==> config.mk <==
export PLATFORM = sky130hd
export DESIGN_NAME = clk_tick_gen
export DESIGN_NICKNAME = d
export VERILOG_FILES = /design/src/rtl/clk_tick_pkg.sv /design/src/rtl/clk_tick_chan.sv /design/src/rtl/clk_tick_gen.sv
export SDC_FILE = /design/constraint.sdc
export NUM_CORES = 1
export LEC_CHECK = 0
export ABC_AREA = 1
export BUFFER_PORTS_ARGS = -buffer_cell sky130_fd_sc_hd__buf_2
export CAP_MARGIN = 20
export CORE_ASPECT_RATIO = 1.5
export CORE_MARGIN = 1.5
export CORE_UTILIZATION = 64
export DETAILED_ROUTE_END_ITERATION = 12
export GPL_ROUTABILITY_DRIVEN = 0
export PLACE_DENSITY = 0.82
export SLEW_MARGIN = 30
export SYNTH_ARGS = -nofsm -noshare
export SYNTH_HDL_FRONTEND = slang
export SYNTH_HIERARCHICAL = 1
export SYNTH_SLANG_ARGS = --single-unit
==> constraint.sdc <==
create_clock -name clock_in -period 4 [get_ports clock_in]
set_clock_uncertainty 0.1 [all_clocks]
set_input_delay 0.8 -clock clock_in [delete_from_list [all_inputs] [get_ports clock_in]]
set_output_delay 0.8 -clock clock_in [all_outputs]
set_load 0.01 [all_outputs]
==> src/rtl/clk_tick_pkg.sv <==
// Shared types and helpers for the multi-channel stopwatch timebase divider.
package clk_tick_pkg;

    localparam int DEF_WIDTH = 28;
    localparam logic [DEF_WIDTH-1:0] DEF_DIV = 28'd50_000_000;

    typedef logic [DEF_WIDTH-1:0] div_t;

    typedef enum logic [1:0] {
        LD_NONE = 2'd0,
        LD_ACK  = 2'd1,
        LD_ERR  = 2'd2
    } ld_res_t;

    // Channel-select width; a single channel still gets a 1-bit select.
    function automatic int calc_ch_w(input int num_ch);
        return (num_ch > 1) ? $clog2(num_ch) : 1;
    endfunction

endpackage

==> src/rtl/clk_tick_chan.sv <==
// One divider channel: phase counter, active/pending divisor, square clock and tick.
module clk_tick_chan import clk_tick_pkg::*; #(
    parameter int WIDTH = DEF_WIDTH,
    parameter logic [WIDTH-1:0] DEFAULT_DIV = WIDTH'(DEF_DIV)
) (
    input  logic             clock_in,
    input  logic             reset,
    input  logic             enable,
    input  logic             sync_clr,
    input  logic             load,
    input  logic [WIDTH-1:0] load_value,
    output logic             clock_out,
    output logic             tick
);

    logic [WIDTH-1:0] cnt_r, div_active_r, pend_div_r;
    logic             pend_valid_r, clock_out_r, tick_r;
    logic [WIDTH-1:0] cnt_s, div_active_s, pend_div_s;
    logic             pend_valid_s, clock_out_s, tick_s, wrap_s;

    // Next-state selection: sync_clr, then disabled load, then normal counting.
    always_comb begin
        cnt_s        = cnt_r;
        div_active_s = div_active_r;
        pend_div_s   = pend_div_r;
        pend_valid_s = pend_valid_r;
        tick_s       = 1'b0;
        wrap_s       = enable && (cnt_r == (div_active_r - WIDTH'(1)));
        if (sync_clr) begin
            cnt_s = '0;
            if (load) begin
                div_active_s = load_value;
                pend_valid_s = 1'b0;
            end else if (pend_valid_r) begin
                div_active_s = pend_div_r;
                pend_valid_s = 1'b0;
            end else begin
                div_active_s = div_active_r;
            end
        end else if (!enable) begin
            if (load) begin
                div_active_s = load_value;
                cnt_s        = '0;
                pend_valid_s = 1'b0;
            end else begin
                cnt_s = cnt_r;
            end
        end else if (wrap_s) begin
            cnt_s  = '0;
            tick_s = 1'b1;
            // A load landing on the wrap edge bypasses the pending slot.
            if (load) begin
                div_active_s = load_value;
                pend_valid_s = 1'b0;
            end else if (pend_valid_r) begin
                div_active_s = pend_div_r;
                pend_valid_s = 1'b0;
            end else begin
                div_active_s = div_active_r;
            end
        end else begin
            cnt_s = cnt_r + WIDTH'(1);
            if (load) begin
                pend_div_s   = load_value;
                pend_valid_s = 1'b1;
            end else begin
                pend_valid_s = pend_valid_r;
            end
        end
        clock_out_s = (cnt_s < (div_active_s >> 1));
    end

    // Channel state and registered outputs.
    always_ff @(posedge clock_in) begin
        if (reset) begin
            cnt_r        <= '0;
            div_active_r <= DEFAULT_DIV;
            pend_div_r   <= DEFAULT_DIV;
            pend_valid_r <= 1'b0;
            clock_out_r  <= 1'b1;
            tick_r       <= 1'b0;
        end else begin
            cnt_r        <= cnt_s;
            div_active_r <= div_active_s;
            pend_div_r   <= pend_div_s;
            pend_valid_r <= pend_valid_s;
            clock_out_r  <= clock_out_s;
            tick_r       <= tick_s;
        end
    end

    assign clock_out = clock_out_r;
    assign tick      = tick_r;

endmodule

==> src/rtl/clk_tick_gen.sv <==
// Runtime-programmable multi-channel clock/tick generator for the stopwatch timebase.
module clk_tick_gen import clk_tick_pkg::*; #(
    parameter int WIDTH = DEF_WIDTH,
    parameter int NUM_CH = 2,
    parameter logic [WIDTH-1:0] DEFAULT_DIV = WIDTH'(DEF_DIV)
) (
    input  logic                           clock_in,
    input  logic                           reset,
    input  logic [NUM_CH-1:0]              enable,
    input  logic                           sync_clr,
    input  logic                           div_load,
    input  logic [calc_ch_w(NUM_CH)-1:0]   div_ch,
    input  logic [WIDTH-1:0]               div_value,
    output logic                           load_ack,
    output logic                           load_err,
    output logic [NUM_CH-1:0]              clock_out,
    output logic [NUM_CH-1:0]              tick
);

    localparam int CH_W = calc_ch_w(NUM_CH);

    ld_res_t           ld_res_s;
    logic              ld_ok_s;
    logic [NUM_CH-1:0] ch_ld_s;
    logic              load_ack_r, load_err_r;

    // Validate the load request and steer it to exactly one channel.
    always_comb begin
        ld_ok_s  = ({{(32-CH_W){1'b0}}, div_ch} < 32'(NUM_CH)) &&
                   (div_value >= WIDTH'(2'd2));
        ld_res_s = LD_NONE;
        ch_ld_s  = '0;
        if (div_load) begin
            if (ld_ok_s) begin
                ld_res_s = LD_ACK;
                for (int i = 0; i < NUM_CH; i++) begin
                    ch_ld_s[i] = (div_ch == CH_W'(i));
                end
            end else begin
                ld_res_s = LD_ERR;
            end
        end else begin
            ld_res_s = LD_NONE;
        end
    end

    // Handshake pulses, one cycle after the load strobe.
    always_ff @(posedge clock_in) begin
        if (reset) begin
            load_ack_r <= 1'b0;
            load_err_r <= 1'b0;
        end else begin
            load_ack_r <= (ld_res_s == LD_ACK);
            load_err_r <= (ld_res_s == LD_ERR);
        end
    end

    assign load_ack = load_ack_r;
    assign load_err = load_err_r;

    for (genvar g = 0; g < NUM_CH; g++) begin : g_ch
        clk_tick_chan #(
            .WIDTH       (WIDTH),
            .DEFAULT_DIV (DEFAULT_DIV)
        ) u_chan (
            .clock_in   (clock_in),
            .reset      (reset),
            .enable     (enable[g]),
            .sync_clr   (sync_clr),
            .load       (ch_ld_s[g]),
            .load_value (div_value),
            .clock_out  (clock_out[g]),
            .tick       (tick[g])
        );
    end

endmodule

# Word level (Yosys, flattened, before mapping)
# Cells that the tools add are included.
[word_totals] output_inout_bits=6 register_bits=176
[op_classes] eq_ne=6 magnitude_cmp=3 n_bitwise=6 n_mux=34 reduce_logical=17 n_addsub=4
[ops] operator="$mux W28" count=20
[ops] operator="$add A28 B1 Y28 const B" count=2
[ops] operator="$eq A28 B28 Y1" count=2
[ops] operator="$lt A28 B27 Y1" count=2
[ops] operator="$sub A28 B1 Y28 const B" count=2
[ops] operator="$ge A28 B2 Y1 const B" count=1
[ops] operator="$mux W1" count=10
[ops] operator="$mux W2" count=4
[ops] operator="$reduce_and A2 Y1" count=4
[ops] operator="$reduce_and A4 Y1" count=2
[ops] operator="$reduce_bool A2 Y1" count=4
[ops] operator="$ne A3 B1 Y1 const B" count=2
[ops] operator="$not A1 Y1" count=6
[ops] operator="$reduce_bool A3 Y1" count=2
[ops] operator="$reduce_or A3 Y1" count=2
[ops] operator="$eq A2 B1 Y1 const B" count=1
[ops] operator="$eq A2 B2 Y1 const B" count=1
[ops] operator="$logic_and A1 B1 Y1" count=2
[ops] operator="$reduce_or A2 Y1" count=1

# Logic depth before layout (Yosys ltp)
[logic_depth] ltp_word=8 depth_mapped=32 ltp_nobuf=32

# By module
# Netlist, hierarchy kept.
[modules_own_cells] mod="clk_tick_chan (g_ch[0].u_chan)" n_inst=1 area_per_inst_um2=6901.6 cells_per_inst=1092 seq_area_each_um2=1741.7
[modules_own_cells] mod="clk_tick_chan (g_ch[1].u_chan)" n_inst=1 area_per_inst_um2=6749.0 cells_per_inst=1059 seq_area_each_um2=1741.7
[modules_own_cells] mod="clk_tick_gen" n_inst=1 area_per_inst_um2=242.7 cells_per_inst=53 seq_area_each_um2=40.0

# Worst setup path after synthesis
# OpenSTA, ideal clock, no wires.
[synth_path] path_type="input -> register" startpoint="in div_value[15]" endpoint="reg g_ch[1].u_chan.clock_out_r" required_time_ns=3.839 setup_time_ns=0.061 path_buffers=3 setup_slack_ns=0.267 arrival_ns=3.572 path_stages=27 cell_sequence="nor2_1 -> and2_1 -> nand2_1 -> nor2_2 -> nand2_1 -> nand2_2 -> nor2_1 -> clkbuf_1 -> clkbuf_1 -> buf_1 -> nand2_1 -> o21ai_0 -> nand2_1 -> o21ai_0 -> nand2_1 -> o211ai_1 -> inv_1 -> ha_1 -> a21oi_1 -> o21ai_0 -> a21oi_1 -> o21bai_1 -> a21oi_1 -> o211ai_1 -> inv_1 -> nand2_1 -> nand2_1"
[synth_between] elab_chain_len=8
[synth_lines] element="start, declared" line="clk_tick_gen.sv:13" source="input logic [WIDTH-1:0] div_value,"
[synth_lines] element="$ge A28 B2 Y1 *" line="clk_tick_gen.sv:30" source="(div_value >= WIDTH'(2'd2));"
[synth_lines] element="$mux W2 *" line="clk_tick_gen.sv:34" source="if (ld_ok_s) begin"
[synth_lines] element="$mux W2 *" line="clk_tick_gen.sv:33" source="if (div_load) begin"
[synth_lines] element="named net ch_ld_s[1]" line="clk_tick_gen.sv:24" source="logic [NUM_CH-1:0] ch_ld_s;"
[synth_lines] element="$mux W28" line="clk_tick_chan.sv:31, clk_tick_chan.sv:52"
[synth_lines] element="$mux W28" line="clk_tick_chan.sv:48" source="end else if (wrap_s) begin"
[synth_lines] element="$mux W28" line="clk_tick_chan.sv:40" source="end else if (!enable) begin"
[synth_lines] element="$mux W28" line="clk_tick_chan.sv:29" source="if (sync_clr) begin"
[synth_lines] element="$lt A28 B27 Y1 *" line="clk_tick_chan.sv:70" source="clock_out_s = (cnt_s < (div_active_s >> 1));"
[synth_lines] element="end signal, assigned" line="clk_tick_chan.sv:87" source="clock_out_r <= clock_out_s;"
[synth_lines] element="end, declared" line="clk_tick_chan.sv:17" source="logic pend_valid_r, clock_out_r, tick_r;"
# Mark *: on every way through the listed nets, which the timed path passes. The rest lies on a longest branch. The select of a mux whose other input is x is not followed.
# A chain may end at the register's enable or synchronous reset.

# Worst setup path in the final report
[layout_path] startpoint="reg g_ch[1].u_chan.div_active_r[5]" endpoint="reg g_ch[1].u_chan.clock_out_r"
[layout_between] elab_chain_len=7
[layout_lines] element="start, declared" line="clk_tick_chan.sv:16" source="logic [WIDTH-1:0] cnt_r, div_active_r, pend_div_r;"
[layout_lines] element="start signal, assigned" line="clk_tick_chan.sv:84" source="div_active_r <= div_active_s;"
[layout_lines] element="$sub A28 B1 Y28" line="clk_tick_chan.sv:28" source="wrap_s = enable && (cnt_r == (div_active_r - WIDTH'(1)));"
[layout_lines] element="$eq A28 B28 Y1" line="clk_tick_chan.sv:28"
[layout_lines] element="$logic_and A1 B1 Y1" line="clk_tick_chan.sv:28"
[layout_lines] element="$mux W28" line="clk_tick_chan.sv:48"
[layout_lines] element="$mux W28" line="clk_tick_chan.sv:40"
[layout_lines] element="$mux W28" line="clk_tick_chan.sv:29"
[layout_lines] element="$lt A28 B27 Y1 *" line="clk_tick_chan.sv:70"
# Mark *: on every way between the ends. The rest lies on a longest branch, timed or not. The select of a mux whose other input is x is not followed.

==> impl_metrics.tcl <==
set metrics [dict create \
    postLayoutSetupSlackWorst_ns -0.342 \
    route.detailed.wl_per_inst_um 18.2 \
    synth.avg_cell_area_um2 6.30 \
    synth-seq-area-share_pct 25.4 \
    core_area_um2 21100 \
    n_antenna_cell 0 \
    tightest_slew_ns 0.876 \
    synth.most_common_cell "nand2_1" \
    cp.required_ns 4.21 \
    h-tree-depth 4 \
    grt_pass1_vias 15000 \
    ant_nets 0 \
    hold_violations 0 \
    fillers 1658 \
    p_per_area_nw_per_um2 293 \
    synth_ff_type "dfxtp_1" \
    dp_hpwl_um 34200 \
    arrival_ns 4.55 \
    synth_area_leader_cell "dfxtp_1" \
    vias_per_cell 6.06 \
    ios 41 \
    grt_first_pass_wirelength_um 72000 \
    synth_top_area_share_pct 25.4 \
    route.detailed.drc 0 \
    ys_ff_latch 176 \
    yosys_warnings 6 \
    clockBufferDepth 2 \
    hold_buffers 0 \
    regArea_um2 3540 \
    die-area_um2 22600 \
    ir_worst_vdd_v 0.000328 \
    synth_edf_count 0 \
    fin_crit_ns 4.34 \
    outcome "finished with violations" \
    yosysUniqueCellTypes 63 \
    cts_tree "done" \
    critical_path.max_fanout 8 \
    clk_pin_slew_ns 0.07 \
    violations "negative setup slack" \
    start_kind "flop" \
    finalSetupTns_ns -0.342 \
    post-route-period-util_pct 109 \
    synth_area_um2 13900 \
    grt_overflow_total 0 \
    endpoint_kind "flop" \
    slew_headroom_pct 41.2 \
    setup_viol 1 \
    yosys-top-cells-count "nand2_1 (528), nor2_1 (343), inv_1 (272), dfxtp_1 (176), o21ai_0 (117)" \
    cts_sinks 176 \
    rows 65 \
    first_iter_violations 1548 \
    drive_gt1_share_pct 17.2 \
    synthesis.nets 2295 \
    synth.area.top_cells "dfxtp_1 (25%), nand2_1 (14%), nor2_1 (9.3%)" \
    final_cells 2580 \
    cap_violations 0 \
    syn2layout_area_growth_pct 15.8 \
    worstSetupPathType "flop to flop" \
    nNetsFinal 2390 \
    rsz0062_at_grt "true" \
    power_leakage_nw 6.98 \
    hold_class "flop to flop" \
    vias 15600 \
    die_y_um 183 \
    synthArstFlopShare_pct 0 \
    cts_root_buffer "clkbuf_16" \
    clk_latency_ns 0.45 \
    drv_slew 0 \
    syn_inst 2204 \
    gr-usage-all-layers_pct 40.7 \
    grt_max_degree 42 \
    initial_core_util_pct 65.7 \
    grt_antenna_before_repair 0 \
    cts-buffers-inserted 17 \
    drt_first_pass_iters 8 \
    multi_input_area_um2 9320 \
    fp.dieW_um 123 \
    port_buffers 40 \
    max_freq_ghz 0.230 \
    routed_wl_um 46900 \
    dp_cells 2517 \
]
==> flip-flops by register name, summed over array words and instances, names as in the netlist <==
register	flops
load_err	1
load_ack	1
g_ch.u_chan/div_active_r	56
g_ch.u_chan/tick	2
g_ch.u_chan/pend_valid_r	2
g_ch.u_chan/clock_out	2
g_ch.u_chan/cnt_r	56
g_ch.u_chan/pend_div_r	56
==> critical path, stage by stage, from the launching register on <==
cell      delay [ns]
dfxtp_2         0.37
nor2_4          0.20
nand2_1         0.20
nor2_1          0.19
nand3_1         0.08
nand2_1         0.10
nand2_1         0.06
nand2_1         0.05
nand2_1         0.07
nor2_4          0.19
nand2_2         0.10
nor2_4          0.16
nand2_4         0.11
nand2_8         0.10
nor2_4          0.05
clkinv_4        0.08
nand2_8         0.05
buf_12          0.15
buf_4           0.13
a221oi_2        0.27
ha_1            0.20
a21oi_1         0.05
o21ai_0         0.50
a21oi_1         0.21
o211ai_1        0.22
inv_1           0.06
nand2_1         0.05
nand2_1         0.05
==> power breakdown <==
group / switching [mW] / internal [mW] / total, mW
registers: 0.0959 / 1.82 / 1.91
logic: 0.739 / 0.411 / 1.15
clock network: 0.831 / 0.827 / 1.66
total: 1.67 / 3.06 / 4.72
==> repair_timing <==
| item | in CTS | in global routing |
|---|---|---|
| gates cloned | 0 | 0 |
| pin swaps | 1 | 65 |
| gates resized for setup | 6 | 117 |
| buffers inserted | 0 | 31 |
| setup endpoints to repair | 2 | 2 |
| endpoints found under the hold margin | 0 | 0 |
==> metrics by stage <==
step | power [mW] | hold slack (ns) | worst slack [ns] | instance area [um^2] | util, %
final | 4.72 | 0.358 | -0.342 | 16100 | 76.1
after global routing | 4.91 | 0.381 | -0.468 | 16100 | 76.1
after CTS | 4.60 | 0.357 | 0.0161 | 15400 | 72.8
after detailed placement | 2.96 | 0.346 | -0.0701 | 14800 | 70.0
after global placement | 2.93 | 0.340 | -0.0299 | 14800 | 70.0
after floorplan | 2.63 | 0.329 | 0.267 | 13900 | -
==> cells by family (layout without fill, tap and decap cells) <==
group	after synthesis	in the layout	synth area share, %
compound gates	417	417	19.3
xor+xnor	80	80	5.14
fa+ha+maj	56	56	5.04
buf+inv	381	489	10.8
flops	176	176	25.4
simple gates	1094	1094	34.4
==> layer usage <==
layer	track usage [%]	routed length [um]	up-vias
li1	-	-	7359
met1	41.0	15700	7095
met2	70.3	22800	876
met3	7.66	3620	308
met4	35.4	4770	0
met5	0	0	-
==> cell type report <==
type | count | area share (%)
repair buffers | 162 | 7.57
multi-input cells | 1647 | 57.9
flip-flops and latches | 176 | 22.0
well taps | 268 | 2.08
clock inverters | 15 | 0.855
inverters | 295 | 6.96
clock buffers | 17 | 2.64
==> cells in the final DEF (no fill, tap or decap), types with 15 or more instances in the layout <==
master | Yosys | layout
nand2_1 | 528 | 515
nor2_1 | 343 | 320
inv_1 | 272 | 262
dfxtp_1 | 176 | 166
o21ai_0 | 117 | 116
buf_4 | 2 | 111
a21oi_1 | 98 | 94
nand3_1 | 72 | 69
o22ai_1 | 65 | 63
xor2_1 | 63 | 62
ha_1 | 56 | 49
o211ai_1 | 46 | 46
buf_2 | 15 | 40
nor2_4 | 18 | 32
nor2_2 | 17 | 26
nand4_1 | 26 | 26
nand2_2 | 14 | 23
inv_2 | 14 | 23
clkbuf_16 | 0 | 17
xnor2_1 | 16 | 16
and2_1 | 15 | 15
==> path summary, 6_finish.rpt <==
| path | from | endpoint | slack (ns) | depth (start not counted) |
|---|---|---|---|---|
| hold reg to reg | g_ch[1].u_chan/pend_div_r[2] | g_ch[1].u_chan/pend_div_r[2] | 0.36 | 2 |
| setup reg to reg | g_ch[1].u_chan/div_active_r[5] | g_ch[1].u_chan/clock_out | -0.34 | 27 |
| setup / recovery | g_ch[1].u_chan/div_active_r[5] | g_ch[1].u_chan/clock_out | -0.34 | 27 |
| hold / removal | g_ch[1].u_chan/pend_div_r[2] | g_ch[1].u_chan/pend_div_r[2] | 0.36 | 2 |
Note: power is estimated with default switching activity, not from simulation.
